### config.mk
export PLATFORM = sky130hd
export DESIGN_NAME = cache_miss_handler
export DESIGN_NICKNAME = d
export VERILOG_FILES = /design/src/rtl/cache_miss_handler_pkg.sv /design/src/rtl/cache_miss_handler_mem_timer.sv /design/src/rtl/cache_miss_handler.sv
export SDC_FILE = /design/constraint.sdc
export NUM_CORES = 1
export LEC_CHECK = 0
export ABC_CLOCK_PERIOD_IN_PS = 1850
export BUFFER_PORTS_ARGS = -buffer_cell sky130_fd_sc_hd__buf_4
export CAP_MARGIN = 20
export CORE_ASPECT_RATIO = 0.8
export CORE_MARGIN = 2
export CORE_UTILIZATION = 45
export DETAILED_ROUTE_END_ITERATION = 6
export PLACE_DENSITY_LB_ADDON = 0.25
export SYNTH_ARGS = -nofsm -noshare
export SYNTH_HDL_FRONTEND = slang
export SYNTH_SLANG_ARGS = --single-unit
### constraint.sdc
create_clock -name clk -period 1.85 [get_ports clk]
set_input_delay 0.185 -clock clk [delete_from_list [all_inputs] [get_ports clk]]
set_output_delay 0.185 -clock clk [all_outputs]
set_load 0.01 [all_outputs]
### src/rtl/cache_miss_handler_pkg.sv
// Shared definitions for the cache miss handler: default widths and FSM state encoding.
package cache_miss_handler_pkg;

    localparam int unsigned DefAddrWidth = 8;
    localparam int unsigned DefDataWidth = 8;
    // Narrowest timeout counter width; wider only when the timeout needs it.
    localparam int unsigned MinTimerWidth = 8;

    // IDLE must stay at zero so the reset state decodes as all-zero.
    typedef enum logic [3:0] {
        StIdle    = 4'd0,
        StLookup  = 4'd1,
        StCheck   = 4'd2,
        StMemrd   = 4'd3,
        StFill    = 4'd4,
        StCwrite  = 4'd5,
        StCsettle = 4'd6,
        StMemwr   = 4'd7,
        StSettle  = 4'd8,
        StDone    = 4'd9
    } state_e;

    // True in the states that hold mem_req high.
    function automatic logic is_mem_state(input state_e s);
        return (s == StMemrd) || (s == StMemwr);
    endfunction

    // Width of the timeout counter for a given timeout value.
    function automatic int unsigned timer_width(input int unsigned timeout);
        int unsigned w;
        w = $clog2(timeout + 1);
        return (w > MinTimerWidth) ? w : MinTimerWidth;
    endfunction

endpackage

### src/rtl/cache_miss_handler_mem_timer.sv
// Memory-access watchdog: loadable down-counter that flags the last allowed wait cycle.
module cache_miss_handler_mem_timer #(
    parameter int unsigned WIDTH      = 8,
    parameter int unsigned LOAD_VALUE = 255
) (
    input  logic clk,
    input  logic rst,
    input  logic load,
    input  logic clr,
    input  logic dec,
    output logic expired
);

    logic [WIDTH-1:0] count_q;

    // Counter register: clear has priority, then load, then decrement down to zero.
    always_ff @(posedge clk or negedge rst) begin
        if (!rst) begin
            count_q <= '0;
        end else if (clr) begin
            count_q <= '0;
        end else if (load) begin
            count_q <= WIDTH'(LOAD_VALUE);
        end else if (dec && (count_q != '0)) begin
            count_q <= count_q - WIDTH'(1);
        end
    end

    // A count of one means this is the final cycle the requester may wait.
    assign expired = (count_q == WIDTH'(1));

endmodule

### src/rtl/cache_miss_handler.sv
// Requester-side controller for the LRU data cache: load lookup, miss fill from memory and
// write-through stores, with a watchdog on every memory access.
module cache_miss_handler
    import cache_miss_handler_pkg::*;
#(
    parameter int unsigned ADDR_WIDTH  = DefAddrWidth,
    parameter int unsigned DATA_WIDTH  = DefDataWidth,
    parameter int unsigned MEM_TIMEOUT = 255
) (
    input  logic                  clk,
    input  logic                  rst,
    // CPU side
    input  logic                  req_valid,
    input  logic                  req_we,
    input  logic [ADDR_WIDTH-1:0] req_addr,
    input  logic [DATA_WIDTH-1:0] req_wdata,
    output logic                  req_ready,
    output logic                  rsp_valid,
    output logic [DATA_WIDTH-1:0] rsp_data,
    output logic                  rsp_err,
    // Cache side
    output logic                  cache_we,
    output logic [ADDR_WIDTH-1:0] cache_addr,
    output logic [DATA_WIDTH-1:0] cache_wdata,
    input  logic [DATA_WIDTH-1:0] cache_rdata,
    input  logic                  cache_hit,
    // Memory side
    output logic                  mem_req,
    output logic                  mem_we,
    output logic [ADDR_WIDTH-1:0] mem_addr,
    output logic [DATA_WIDTH-1:0] mem_wdata,
    input  logic                  mem_ack,
    input  logic [DATA_WIDTH-1:0] mem_rdata
);

    localparam logic [DATA_WIDTH-1:0] MissData   = {DATA_WIDTH{1'b1}};
    localparam int unsigned           TimerWidth = timer_width(MEM_TIMEOUT);

    state_e state_q, state_d;

    // Request latches and the word/error reported in DONE.
    logic                  we_q, we_d;
    logic [ADDR_WIDTH-1:0] addr_q, addr_d;
    logic [DATA_WIDTH-1:0] wdata_q, wdata_d;
    logic [DATA_WIDTH-1:0] data_q, data_d;
    logic                  err_q, err_d;

    logic timer_load, timer_clr, timer_dec, timer_expired;
    logic accept;

    // req_ready is a register that mirrors state IDLE, so this is a true handshake.
    assign accept = req_valid && req_ready;

    // Watchdog restarts on every entry to a memory-wait state and is idle otherwise.
    assign timer_load = is_mem_state(state_d) && !is_mem_state(state_q);
    assign timer_dec  = is_mem_state(state_q);
    assign timer_clr  = (state_q == StIdle);

    cache_miss_handler_mem_timer #(
        .WIDTH      (TimerWidth),
        .LOAD_VALUE (MEM_TIMEOUT)
    ) u_mem_timer (
        .clk     (clk),
        .rst     (rst),
        .load    (timer_load),
        .clr     (timer_clr),
        .dec     (timer_dec),
        .expired (timer_expired)
    );

    // Next-state and datapath-latch logic.
    always_comb begin
        state_d = state_q;
        we_d    = we_q;
        addr_d  = addr_q;
        wdata_d = wdata_q;
        data_d  = data_q;
        err_d   = err_q;
        unique case (state_q)
            StIdle: begin
                if (accept) begin
                    we_d    = req_we;
                    addr_d  = req_addr;
                    wdata_d = req_wdata;
                    data_d  = '0;
                    err_d   = 1'b0;
                    state_d = req_we ? StCwrite : StLookup;
                end
            end
            StLookup: state_d = StCheck;
            StCheck: begin
                if (cache_hit) begin
                    data_d  = cache_rdata;
                    state_d = StSettle;
                end else begin
                    state_d = StMemrd;
                end
            end
            StMemrd: begin
                // An ack in the expiry cycle still counts as a good read.
                if (mem_ack) begin
                    data_d  = mem_rdata;
                    state_d = StFill;
                end else if (timer_expired) begin
                    data_d  = MissData;
                    err_d   = 1'b1;
                    state_d = StDone;
                end
            end
            StFill:    state_d = StSettle;
            StCwrite:  state_d = StCsettle;
            StCsettle: state_d = StMemwr;
            StMemwr: begin
                if (mem_ack) begin
                    state_d = StDone;
                end else if (timer_expired) begin
                    data_d  = MissData;
                    err_d   = 1'b1;
                    state_d = StDone;
                end
            end
            StSettle: state_d = StDone;
            StDone:   state_d = StIdle;
            default:  state_d = StIdle;
        endcase
    end

    // State and datapath latches.
    always_ff @(posedge clk or negedge rst) begin
        if (!rst) begin
            state_q <= StIdle;
            we_q    <= 1'b0;
            addr_q  <= '0;
            wdata_q <= '0;
            data_q  <= '0;
            err_q   <= 1'b0;
        end else begin
            state_q <= state_d;
            we_q    <= we_d;
            addr_q  <= addr_d;
            wdata_q <= wdata_d;
            data_q  <= data_d;
            err_q   <= err_d;
        end
    end

    // Moore outputs, registered from the next state so they line up with the state register.
    always_ff @(posedge clk or negedge rst) begin
        if (!rst) begin
            req_ready   <= 1'b1;
            rsp_valid   <= 1'b0;
            rsp_data    <= '0;
            rsp_err     <= 1'b0;
            cache_we    <= 1'b0;
            cache_addr  <= '0;
            cache_wdata <= '0;
            mem_req     <= 1'b0;
            mem_we      <= 1'b0;
            mem_addr    <= '0;
            mem_wdata   <= '0;
        end else begin
            req_ready   <= (state_d == StIdle);
            rsp_valid   <= (state_d == StDone);
            rsp_data    <= (state_d == StDone) ? data_d : '0;
            rsp_err     <= (state_d == StDone) && err_d;
            cache_we    <= (state_d == StFill) || (state_d == StCwrite);
            cache_addr  <= addr_d;
            cache_wdata <= (state_d == StFill)   ? data_d  :
                           (state_d == StCwrite) ? wdata_d : '0;
            mem_req     <= is_mem_state(state_d);
            mem_we      <= (state_d == StMemwr);
            mem_addr    <= addr_d;
            mem_wdata   <= (state_d == StMemwr) ? wdata_d : '0;
        end
    end

    // we_q is kept for observability of the latched request type.
    logic unused_we;
    assign unused_we = we_q;

endmodule

==> out/summary.log, run 1 <==
INFO  synth          synth-adder-area-share=1.196%
INFO  cts            tritoncts.num_buffers=9
INFO  synth          synthDistinctLibCells=54
INFO  cts            cts-root-buf=sky130_fd_sc_hd__clkbuf_8
INFO  global_route   grt_first_pass_wirelength=13260um
INFO  outcome        run_status=finished with violations
INFO  sta            timing.final.crit_share=105.9%
INFO  final_layout   finalNetCount=474
INFO  critical_path  worstSetupStartpoint=u_mem_timer.count_q[1]$_DFFE_PN0P_
INFO  placed_design  finalWeightedCongestion=0.8952
INFO  placed_design  dpl.hpwl=5820um
INFO  power_and_ir_drop netSwitchingPower=2.541mW
INFO  routing        detail_route.first_pass.iterations=4
INFO  synth          synth_flop_cell=sky130_fd_sc_hd__dfrtp_1
INFO  synth          synth-edff-count=0
INFO  synth          combinational_family_with_the_most_area_after_synthesis=simple AND/OR/NAND/NOR gates
INFO  routing        wl_per_cell=15.32um
INFO  synth          postSynthNetCount=351
INFO  power_and_ir_drop p_clk_share=18.4%
INFO  floorplanning  die_height=78.69um
INFO  global_route   antenna_found_initial=0
INFO  synth          yosys-top-cells-area=sky130_fd_sc_hd__dfrtp_1, sky130_fd_sc_hd__nand2_1, sky130_fd_sc_hd__o2111ai_2
INFO  power_and_ir_drop ir_drop=0.0006287V
INFO  final_layout   final_cells=525
INFO  sta            unrepaired_setup_endpoints_after_global_routing=yes
INFO  critical_path  critPathLaunchType=flip-flop
INFO  routing        drc_errors=0
INFO  sta            finalHoldViolations=0
INFO  global_route   grt_use_total=22.36%
INFO  synth          post_synthesis_cells=310
INFO  power_and_ir_drop power_switching_share=36.88%
INFO  synth          ys_ff_latch=67
INFO  synth          synthesis.area=3138squm
INFO  sta            timing_worst_slew_pin_value=387.8ps
INFO  placed_design  pre_cts_slack=-130.2ps
INFO  final_layout   layout-drive-gt1-share=43.61%
INFO  synth          yosys_warnings=0
INFO  sta            period_needed=1959ps
INFO  synth          post_synthesis_compound_gate_area_fraction=9.968%
INFO  synth          asyncSetResetFlopFracSynth=100.0%
INFO  routing        vias=2647
INFO  placed_design  place.port_buffers=83
INFO  floorplanning  top_level_ports=84
INFO  power_and_ir_drop static-leakage-power=2.318nW
INFO  sta            worst_slew_margin_rel=74.07%
INFO  outcome        violations=setup timing
INFO  routing        via_density_per_instance=5.042
INFO  synth          post_synth_xor_area_fraction=2.233%
INFO  cts            cts.clk_slew.worst_paths=70ps
INFO  cts            cts-htree-levels=3
INFO  synth          synthSimpleGateAreaFrac=27.39%
INFO  critical_path  critical_path_class=flip-flop to flip-flop
INFO  power_and_ir_drop power_per_cell_area=1520nW/um^2
INFO  cts            clock_latency_reported_for_the_late_side_of_the_worst_skew_pair=350ps
INFO  job            total_of_max_cap_violations=0
INFO  critical_path  r2r-start=u_mem_timer.count_q[1]$_DFFE_PN0P_
INFO  critical_path  critPathArrivalTime=2240ps
INFO  synth          synth.area.mux_share=0%
INFO  synth          ys_seq_area_share=53.47%
INFO  final_layout   n_antenna_cell=0
INFO  synth          synth_top_area_cell=sky130_fd_sc_hd__dfrtp_1
INFO  floorplanning  fp_rows=27
INFO  min_path       worst_hold_startpoint=req_addr[0]
INFO  cts            cts_num_sinks=67
INFO  floorplanning  starting_density_of_the_core=45.98%
INFO  sta            fin_skew=8.394ps
INFO  routing        routed_wl=8045um
INFO  cts            clock_tree.buffer_depth=2
INFO  critical_path  cp_data_required_time=2130ps
INFO  power_and_ir_drop intPower=4.348mW
INFO  critical_path  timing.reg2reg.worst_path_depth=8
INFO  sta            worst_slack=-109.0ps
INFO  global_route   total_grt_overflow=0
INFO  floorplanning  chipWidth=97.37um
INFO  sta            fmaxAchievable=510.5MHz
INFO  floorplanning  core_region_area=6824squm
INFO  placed_design  dpl.cell_count=502
INFO  critical_path  endpoint_kind=flip-flop
INFO  routing        drt_iter0_drc=162
INFO  power_and_ir_drop power.share.combinational=49.6%
INFO  power_and_ir_drop totalPowerFinal=6.889mW
INFO  sta            timing_max_transition_violations_final=0
INFO  power_and_ir_drop power_frac_seq=32.0%
INFO  global_route   grt_start_max_net_pins=44
INFO  synth          synth.top_cell.area_share=52.63%
INFO  floorplanning  fp.dieArea=7662squm
INFO  critical_path  path_max_fanout=5
INFO  min_path       hp-class=primary input to flip-flop
INFO  synth          synth_area_per_cell=10.12squm
INFO  min_path       whs_path_cells=3
INFO  final_layout   syn_to_final_growth=44.42%
INFO  cts            tritoncts=yes
INFO  global_route   number_of_global_route_vias_before_repair=2549
INFO  routing        route.antenna.remaining_nets=0
INFO  sta            setup_viol=21
[routing by layer]
metal	track usage, %	share of wire, %	routed length, um
met5	0	0	0
met4	8.472	2.1	171
met3	6.954	5.7	455
met2	32.00	45	3656
met1	31.99	47	3761
[kinds of logic after synthesis]
group | Yosys count
AOI/OAI and AO/OA | 38
xor gates and xnor gates | 8
adders and majority gates | 3
buffers and inverters | 32
DFF | 67
and+or+nand+nor | 162
[final timing paths]
check	endpoint	slack (ps)
hold reg to reg	wdata_q[4]$_DFF_PN0_	470
max in group asynchronous	cache_wdata[1]$_DFF_PN0_	1030
min in group asynchronous	u_mem_timer.count_q[7]$_DFFE_PN0P_	280
hold / removal	mem_addr[0]$_DFFE_PN0P_	20
setup reg to reg	rsp_data[2]$_DFF_PN0_	-110
setup / recovery	rsp_data[2]$_DFF_PN0_	-110
[final cells by class]
class                      count  area [sq um]
clock inverter                 3         46.29
sequential                    67          1680
tap                           87         108.9
clock buffer                  13         158.9
multi-input combinational    211          1423
inverter                       8         30.03
timing repair buffer         136          1085
fill                         545          2292
[worst max-delay path: stages, from the launching register on]
cell	delay (ps)
sky130_fd_sc_hd__dfrtp_1	390
sky130_fd_sc_hd__inv_2	80
sky130_fd_sc_hd__ha_4	120
sky130_fd_sc_hd__or4b_4	520
sky130_fd_sc_hd__nor2_4	140
sky130_fd_sc_hd__a31oi_4	100
sky130_fd_sc_hd__or2_4	270
sky130_fd_sc_hd__clkbuf_16	160
sky130_fd_sc_hd__nor2b_1	100
[power groups by stage]
stage	combinational [mW]	sequential [mW]	clock, mW
2_1_floorplan	1.71	2.23	0
5_1_grt	3.73	2.26	1.37
6_report	3.41	2.20	1.27
3_5_place_dp	3.03	2.21	0
4_1_cts	3.22	2.20	1.30
3_3_place_gp	2.97	2.20	0
[registers in the layout, indices dropped and copies added (netlist names)]
register,count
cache_wdata,8
data_q,8
mem_addr,8
mem_wdata,8
rsp_data,8
u_mem_timer.count_q,8
wdata_q,8
state_q,4
cache_we,1
err_q,1
mem_req,1
mem_we,1
req_ready,1
rsp_err,1
rsp_valid,1
[Yosys cell counts (2+ instances only)]
library cell and number:
sky130_fd_sc_hd__dfrtp_1 66, sky130_fd_sc_hd__nand2_1 81, sky130_fd_sc_hd__nand3_1 2, sky130_fd_sc_hd__o21ai_0 3, sky130_fd_sc_hd__and3_1 4, sky130_fd_sc_hd__buf_6 2, sky130_fd_sc_hd__inv_1 6, sky130_fd_sc_hd__or4_1 2
sky130_fd_sc_hd__inv_2 2, sky130_fd_sc_hd__and2_1 8, sky130_fd_sc_hd__o2111ai_2 7, sky130_fd_sc_hd__xor2_1 5, sky130_fd_sc_hd__nor3b_1 4, sky130_fd_sc_hd__nand2b_1 4, sky130_fd_sc_hd__nor2_1 19, sky130_fd_sc_hd__nor4_4 2
sky130_fd_sc_hd__nor4_1 2, sky130_fd_sc_hd__a311oi_1 2, sky130_fd_sc_hd__nor2b_1 12, sky130_fd_sc_hd__xnor2_1 3, sky130_fd_sc_hd__buf_4 9, sky130_fd_sc_hd__ha_1 3, sky130_fd_sc_hd__a31oi_1 2, sky130_fd_sc_hd__nor3_1 7
sky130_fd_sc_hd__clkbuf_1 4, sky130_fd_sc_hd__buf_2 9, sky130_fd_sc_hd__and4_1 2, sky130_fd_sc_hd__a21oi_1 12
[stage by stage]
step | utilization [%] | instance area [sq um] | setup TNS, ps | hold slack, ps
2_1_floorplan | - | 3166 | -493.6 | -110.6
3_3_place_gp | 60.52 | 4130 | -1230 | 108.1
3_5_place_dp | 60.52 | 4130 | -1861 | 118.2
4_1_cts | 64.96 | 4433 | -1043 | 7.431
5_1_grt | 66.41 | 4532 | -2792 | 8.826
6_report | 66.41 | 4532 | -1347 | 21.19
[timing repair]
item,in CTS,in global routing
buffers inserted,3,1
endpoints found under the setup margin,27,33
gates resized for setup,17,11
pin swaps,4,1
hold buffers,1,1
cloned,0,1
hold endpoints to repair,23,1
[layout by cell type, fill, tap and decap left out, types with 3 or more instances in the layout]
master                      instances
sky130_fd_sc_hd__nor3_1             4
sky130_fd_sc_hd__o2111ai_2          7
sky130_fd_sc_hd__nand2b_1           4
sky130_fd_sc_hd__inv_1              5
sky130_fd_sc_hd__nor3b_1            4
sky130_fd_sc_hd__dfrtp_1           64
sky130_fd_sc_hd__nor2_1            17
sky130_fd_sc_hd__nor4_4             3
sky130_fd_sc_hd__clkbuf_8          11
sky130_fd_sc_hd__nor3_2             3
sky130_fd_sc_hd__inv_2              3
sky130_fd_sc_hd__xor2_1             5
sky130_fd_sc_hd__nand2_1           81
sky130_fd_sc_hd__xnor2_1            3
sky130_fd_sc_hd__buf_12             3
sky130_fd_sc_hd__buf_4            129
sky130_fd_sc_hd__nor2b_1            8
sky130_fd_sc_hd__a21oi_1           11
sky130_fd_sc_hd__o21ai_0            3
sky130_fd_sc_hd__and2_1             8
No activity file was read; power rests on OpenSTA's default activity.
==> inputs of run 2 (changes only) <==
- CORE_MARGIN: 2 -> 1.5
==> run 2 against run 1 <==
Against the previous run: non-clock buffer count grew 12; the run still ends with setup timing left; clock-buffer cell count shrank 2; critical path depth is the same; global-route usage grew 1.5 points; clock skew grew 2.3 ps; largest cell class unchanged; sequential share of layout area shrank 0.77 points; largest power group unchanged; core utilization grew 1.4 points; critical path type unchanged.
==> out/summary.log, run 2 (synthesis gave the netlist of run 1 again) <==
INFO  cts            cts_num_sinks=67
INFO  routing        detail_route.first_pass.iterations=4
INFO  cts            cts.clk_slew.worst_paths=80ps
INFO  outcome        violations=setup timing
INFO  final_layout   n_antenna_cell=0
INFO  sta            unrepaired_setup_endpoints_after_global_routing=yes
INFO  outcome        run_status=finished with violations
INFO  routing        routed_wl=8523um
INFO  final_layout   final_cells=538
INFO  sta            worst_slack=-198.4ps
INFO  global_route   grt_first_pass_wirelength=13150um
INFO  placed_design  place_area=4185squm
INFO  placed_design  dpl.hpwl=5940um
INFO  routing        wl_per_cell=15.84um
INFO  power_and_ir_drop p_clk_share=16.3%
INFO  power_and_ir_drop power_switching_share=38.08%
INFO  power_and_ir_drop power.share.combinational=52.5%
INFO  routing        route.antenna.remaining_nets=0
INFO  critical_path  path_max_fanout=5
INFO  power_and_ir_drop power_per_cell_area=1522nW/um^2
INFO  floorplanning  chipWidth=96.37um
INFO  sta            worst_slew_margin_rel=70.48%
INFO  floorplanning  fp_rows=27
INFO  sta            setup_viol=31
INFO  floorplanning  top_level_ports=84
INFO  sta            setup_total_negative_slack=-3469ps
INFO  placed_design  dpl.cell_count=511
INFO  placed_design  place.port_buffers=83
INFO  power_and_ir_drop intPower=4.361mW
INFO  global_route   number_of_global_route_vias_before_repair=2531
INFO  final_layout   final-seq-area=1680squm
INFO  critical_path  cp_data_required_time=2110ps
INFO  final_layout   final_common_cell=sky130_fd_sc_hd__buf_4
INFO  critical_path  max_stage_delay=500ps
INFO  sta            hold_ws=17.55ps
INFO  critical_path  cp_max_delay_cell=sky130_fd_sc_hd__or4b_4
INFO  routing        vias=2687
INFO  final_layout   finalCoreUtilization=67.82%
INFO  cts            tritoncts=yes
INFO  min_path       hp-class=primary input to flip-flop
INFO  floorplanning  fp.dieArea=7487squm
INFO  critical_path  critical_path_s_most_frequent_cell=sky130_fd_sc_hd__buf_4
INFO  critical_path  critical_path_class=flip-flop to flip-flop
INFO  floorplanning  starting_density_of_the_core=45.98%
INFO  final_layout   multi_input_area=1463squm
INFO  cts            tritoncts.num_buffers=9
INFO  power_and_ir_drop ir_drop=0.0006806V
INFO  sta            fmaxAchievable=488.2MHz
INFO  sta            fin_skew=10.72ps
INFO  global_route   grt_use_total=23.88%
INFO  critical_path  crit_chain=inv_2 > ha_4 > or4b_4 > buf_4 > o21ai_4 > a311oi_4 > buf_4 > nor4_4
INFO  power_and_ir_drop power_frac_seq=31.2%
INFO  final_layout   finalNetCount=487
INFO  critical_path  critPathLaunchType=flip-flop
INFO  sta            timing_max_transition_violations_final=0
INFO  global_route   antenna_found_initial=0
INFO  sta            period_needed=2048ps
INFO  routing        drc_errors=0
INFO  critical_path  critPathArrivalTime=2310ps
INFO  cts            cts-htree-levels=3
INFO  final_layout   most-common-layout-cells=sky130_fd_sc_hd__buf_4, sky130_fd_sc_hd__nand2_1, sky130_fd_sc_hd__dfrtp_1
INFO  cts            cts-root-buf=sky130_fd_sc_hd__clkbuf_8
INFO  global_route   grt_start_max_net_pins=37
INFO  routing        drt_iter0_drc=148
INFO  sta            timing.final.crit_share=110.7%
INFO  critical_path  endpoint_kind=flip-flop
INFO  sta            timing_worst_slew_pin_value=442.9ps
INFO  sta            finalHoldViolations=0
INFO  cts            clock_latency_reported_for_the_late_side_of_the_worst_skew_pair=350ps
INFO  placed_design  finalWeightedCongestion=0.8129
INFO  final_layout   layout-drive-gt1-share=45.90%
INFO  power_and_ir_drop netSwitchingPower=2.682mW
INFO  global_route   total_grt_overflow=0
INFO  floorplanning  die_height=77.69um
INFO  power_and_ir_drop static-leakage-power=2.368nW
INFO  floorplanning  core_region_area=6824squm
INFO  final_layout   fill_cells=529
INFO  cts            clock_tree.buffer_depth=2
INFO  final_layout   stdcell_area=4628squm
INFO  power_and_ir_drop totalPowerFinal=7.042mW
INFO  job            total_of_max_cap_violations=0
INFO  placed_design  pre_cts_slack=-287.1ps
INFO  routing        via_density_per_instance=4.994
INFO  final_layout   syn_to_final_growth=47.49%
-- run 2: area by class of cell --
type,count,area share (%)
clock buffers,11,3.271
clock inverters,5,0.8110
inverters,8,0.6488
multi-input cells,212,31.60
repair buffers,148,25.01
flip-flops and latches,67,36.31
well taps,87,2.352
-- run 2: power groups by stage --
stage / clock, mW / combinational (mW) / sequential, mW
global placement: 0 / 3.07 / 2.18
floorplan: 0 / 1.71 / 2.23
CTS: 1.17 / 3.37 / 2.18
finish: 1.15 / 3.70 / 2.20
detailed placement: 0 / 3.14 / 2.19
global route: 1.24 / 4.01 / 2.25
-- run 2: timing repair --
action                                 4_1_cts  5_1_grt
pin swaps                                    1        7
resized for setup                           15       21
setup buffers                                6        5
endpoints found under the hold margin       30        0
hold buffers                                 1        0
setup endpoints to repair                   39       37
gates cloned                                 0        1
-- run 2: worst max-delay path, delay by kind of cell (launching register included) --
family	cells	cell delay, ps
adder cells (fa/ha/maj)	1	120
AO/OA/AOI/OAI	2	300
flip-flops	1	390
buffers and inverters	3	430
AND/OR/NAND/NOR	2	710
-- run 2: path summary, 6_finish.rpt --
path,from,to,slack [ps],depth (start not counted)
max,u_mem_timer.count_q[1]$_DFFE_PN0P_,req_ready$_DFF_PN1_,-200,8
min,req_addr[0],mem_addr[0]$_DFFE_PN0P_,20,3
max reg2reg,u_mem_timer.count_q[1]$_DFFE_PN0P_,req_ready$_DFF_PN1_,-200,8
min reg2reg,wdata_q[6]$_DFF_PN0_,wdata_q[6]$_DFF_PN0_,480,2
max in group asynchronous,rst,data_q[1]$_DFF_PN0_,980,3
min in group asynchronous,rst,mem_req$_DFF_PN0_,320,2
-- run 2: routing by layer --
layer,vias up,track usage [%],wire [um]
met3,11,6.863,488
met4,0,8.116,134
li1,1307,-,-
met2,85,35.28,4063
met5,-,0,0
met1,1284,33.61,3836
==> inputs of run 3 (changes only) <==
- ABC_AREA: unset -> 1
==> run 3 against run 2 <==
Against the previous run: the run now ends clean; global-route usage is 2.3 points lower; flip-flop and latch count unchanged; clock power increased by 25%; clock-buffer cell count is 2 lower; total power fell by 9.5%; largest cell class unchanged.
==> out/summary.log, run 3 <==
INFO  critical_path  worstReg2RegEnd=rsp_data[7]$_DFF_PN0_
INFO  final_layout   fill_cells=546
INFO  cts            tritoncts.num_buffers=9
INFO  power_and_ir_drop power_per_cell_area=1494nW/um^2
INFO  floorplanning  starting_density_of_the_core=47.68%
INFO  routing        drt_iter0_drc=158
INFO  min_path       holdPathEnd=mem_addr[0]$_DFFE_PN0P_
INFO  synth          asyncSetResetFlopFracSynth=100.0%
INFO  critical_path  critical_path_class=flip-flop to flip-flop
INFO  cts            cts.clk_slew.worst_paths=70ps
INFO  cts            cts-root-buf=sky130_fd_sc_hd__clkbuf_8
INFO  synth          synthesis.area=3118squm
INFO  final_layout   final_common_cell=sky130_fd_sc_hd__buf_4
INFO  synth          ys_ff_latch=67
INFO  critical_path  endpoint_kind=flip-flop
INFO  final_layout   final_cells=559
INFO  sta            unrepaired_setup_endpoints_after_global_routing=yes
INFO  cts            cts-htree-levels=3
INFO  min_path       hp-class=primary input to flip-flop
INFO  sta            period_needed=1776ps
INFO  min_path       whs_path_cells=3
INFO  synth          synth_flop_cell=sky130_fd_sc_hd__dfrtp_1
INFO  synth          postSynthNetCount=406
INFO  sta            fmaxAchievable=563.0MHz
INFO  floorplanning  fp_rows=26
INFO  global_route   grt_first_pass_wirelength=12070um
INFO  critical_path  critPathLaunchType=flip-flop
INFO  sta            setup_viol=0
INFO  critical_path  cp_data_required_time=2120ps
INFO  placed_design  dpl.hpwl=5468um
INFO  global_route   antenna_found_initial=0
INFO  sta            worst_slew_margin_rel=64.57%
INFO  min_path       worst_hold_startpoint=req_addr[0]
INFO  sta            fin_skew=8.493ps
INFO  synth          synth_area_per_cell=8.542squm
INFO  placed_design  dpl.cell_count=539
INFO  placed_design  finalWeightedCongestion=0.8818
INFO  final_layout   most-common-layout-cells=sky130_fd_sc_hd__buf_4, sky130_fd_sc_hd__nand2_1, sky130_fd_sc_hd__dfrtp_1
INFO  floorplanning  top_level_ports=84
INFO  floorplanning  chipWidth=96.07um
INFO  synth          synth-edff-count=0
INFO  routing        detail_route.first_pass.iterations=5
INFO  synth          synth.top_cell.area_share=52.97%
INFO  outcome        run_status=finished clean
INFO  synth          post_synthesis_cells=365
INFO  routing        route.antenna.remaining_nets=0
INFO  cts            clock_tree.buffer_depth=2
INFO  critical_path  path_max_fanout=7
INFO  global_route   grt_start_max_net_pins=44
INFO  synth          synth.cells.most_frequent=sky130_fd_sc_hd__nand2_1, sky130_fd_sc_hd__dfrtp_1, sky130_fd_sc_hd__inv_1
INFO  routing        drc_errors=0
INFO  final_layout   syn_to_final_growth=36.80%
INFO  power_and_ir_drop ir_drop=0.0008110V
INFO  routing        wl_per_cell=13.34um
INFO  critical_path  timing.reg2reg.worst_path_depth=10
INFO  synth          synth_most_common_cell=sky130_fd_sc_hd__nand2_1
INFO  routing        via_density_per_instance=4.809
INFO  critical_path  rrSetupSlack=70ps
INFO  final_layout   n_antenna_cell=0
INFO  cts            clock_latency_reported_for_the_late_side_of_the_worst_skew_pair=340ps
INFO  global_route   number_of_global_route_vias_before_repair=2498
INFO  final_layout   layout-drive-gt1-share=34.74%
INFO  critical_path  critPathArrivalTime=2050ps
INFO  synth          yosys_warnings=0
INFO  cts            cts_num_sinks=67
INFO  floorplanning  die_height=77.45um
INFO  cts            tritoncts=yes
INFO  synth          ys_seq_area_share=53.81%
INFO  global_route   grt_use_total=21.60%
INFO  sta            hold_ws=34.62ps
INFO  synth          synth_top_area_cell=sky130_fd_sc_hd__dfrtp_1
INFO  final_layout   finalNetCount=512
INFO  sta            finalHoldViolations=0
INFO  sta            timing_max_transition_violations_final=0
INFO  final_layout   final-seq-area=1680squm
INFO  sta            timing_worst_slew_pin_value=531.5ps
INFO  critical_path  r2r-start=state_q[2]$_DFF_PN0_
INFO  global_route   total_grt_overflow=0
INFO  job            total_of_max_cap_violations=0
INFO  final_layout   multi_input_area=1266squm
INFO  synth          yosys-top-cells-area=sky130_fd_sc_hd__dfrtp_1, sky130_fd_sc_hd__nand2_1, sky130_fd_sc_hd__inv_1
INFO  routing        routed_wl=7455um
INFO  floorplanning  core_region_area=6539squm
INFO  power_and_ir_drop static-leakage-power=2.423nW
INFO  synth          synthDistinctLibCells=31
INFO  routing        vias=2688
INFO  sta            timing.final.crit_share=96.01%
INFO  placed_design  place.port_buffers=83
INFO  floorplanning  fp.dieArea=7440squm
run 3: per-layer routing:
| metal | GRT usage, % | routed length (um) | vias up |
|---|---|---|---|
| met5 | 0 | 0 | - |
| met2 | 30.70 | 3294 | 90 |
| met3 | 5.588 | 483 | 8 |
| met4 | 7.206 | 87 | 0 |
| met1 | 31.88 | 3590 | 1238 |
| li1 | - | - | 1352 |
run 3: final cells by class:
class	instances	area share (%)
sequential	67	39.40
clock inverter	6	2.640
inverter	46	4.107
multi-input combinational	241	29.69
timing repair buffer	106	18.80
tap	84	2.464
clock buffer	9	2.904
run 3: timing repair:
| item | 4_1_cts | 5_1_grt |
|---|---|---|
| hold endpoints to repair | 40 | 0 |
| setup buffers | 0 | 4 |
| endpoints found under the setup margin | 0 | 33 |
| gates resized for setup | 0 | 20 |
| hold buffers | 1 | 0 |
run 3: kinds of logic after synthesis:
logic type / after synthesis / synth area share [%]
AND/OR/NAND/NOR: 190 / 27.73
flip-flops: 67 / 53.81
buffers and inverters: 57 / 7.905
AO/OA/AOI/OAI: 42 / 7.665
XOR/XNOR: 6 / 1.685
adder cells (fa/ha/maj): 3 / 1.204
run 3: worst max path at each step:
stage / end / cells after the start / startpoint / slack, ps
global route: u_mem_timer.count_q[0]$_DFFE_PN0P_ / 11 / state_q[2]$_DFF_PN0_ / -20
detailed placement: mem_wdata[0]$_DFF_PN0_ / 7 / state_q[0]$_DFF_PN0_ / 70
CTS: rsp_data[0]$_DFF_PN0_ / 9 / state_q[2]$_DFF_PN0_ / 40
finish: rsp_data[7]$_DFF_PN0_ / 10 / state_q[2]$_DFF_PN0_ / 70
global placement: rsp_data[0]$_DFF_PN0_ / 9 / state_q[2]$_DFF_PN0_ / 90
floorplan: cache_wdata[6]$_DFF_PN0_ / 6 / state_q[3]$_DFF_PN0_ / 280
run 3: per-stage QoR:
stage / worst slack, ps / TNS (ps) / power, mW / area [sq um] / utilization (%)
2_1_floorplan: 277.1 / 0 / 3.819 / 3118 / -
3_3_place_gp: 94.69 / 0 / 4.692 / 3908 / 59.76
3_5_place_dp: 68.07 / 0 / 4.747 / 3908 / 59.76
4_1_cts: 44.57 / 0 / 6.213 / 4154 / 63.53
5_1_grt: -21.31 / -124.2 / 6.815 / 4265 / 65.23
6_report: 73.76 / 0 / 6.373 / 4265 / 65.23
run 3: worst max-delay path: stages (launching register included):
cell	delay [ps]
sky130_fd_sc_hd__dfrtp_1	430
sky130_fd_sc_hd__nor2_4	170
sky130_fd_sc_hd__buf_4	150
sky130_fd_sc_hd__inv_2	50
sky130_fd_sc_hd__nor2_1	210
sky130_fd_sc_hd__nand2_1	90
sky130_fd_sc_hd__nand4_1	110
sky130_fd_sc_hd__buf_4	170
sky130_fd_sc_hd__nand2_1	60
sky130_fd_sc_hd__nand3_1	120
sky130_fd_sc_hd__nor2b_1	160
run 3: power breakdown:
group | switching, mW | internal (mW) | total (mW) | leakage [nW]
Clock | 0.552 | 0.892 | 1.44 | 0.120
Combinational | 1.60 | 1.16 | 2.76 | 1.42
Sequential | 0.265 | 1.91 | 2.17 | 0.880
Total | 2.42 | 3.96 | 6.37 | 2.42
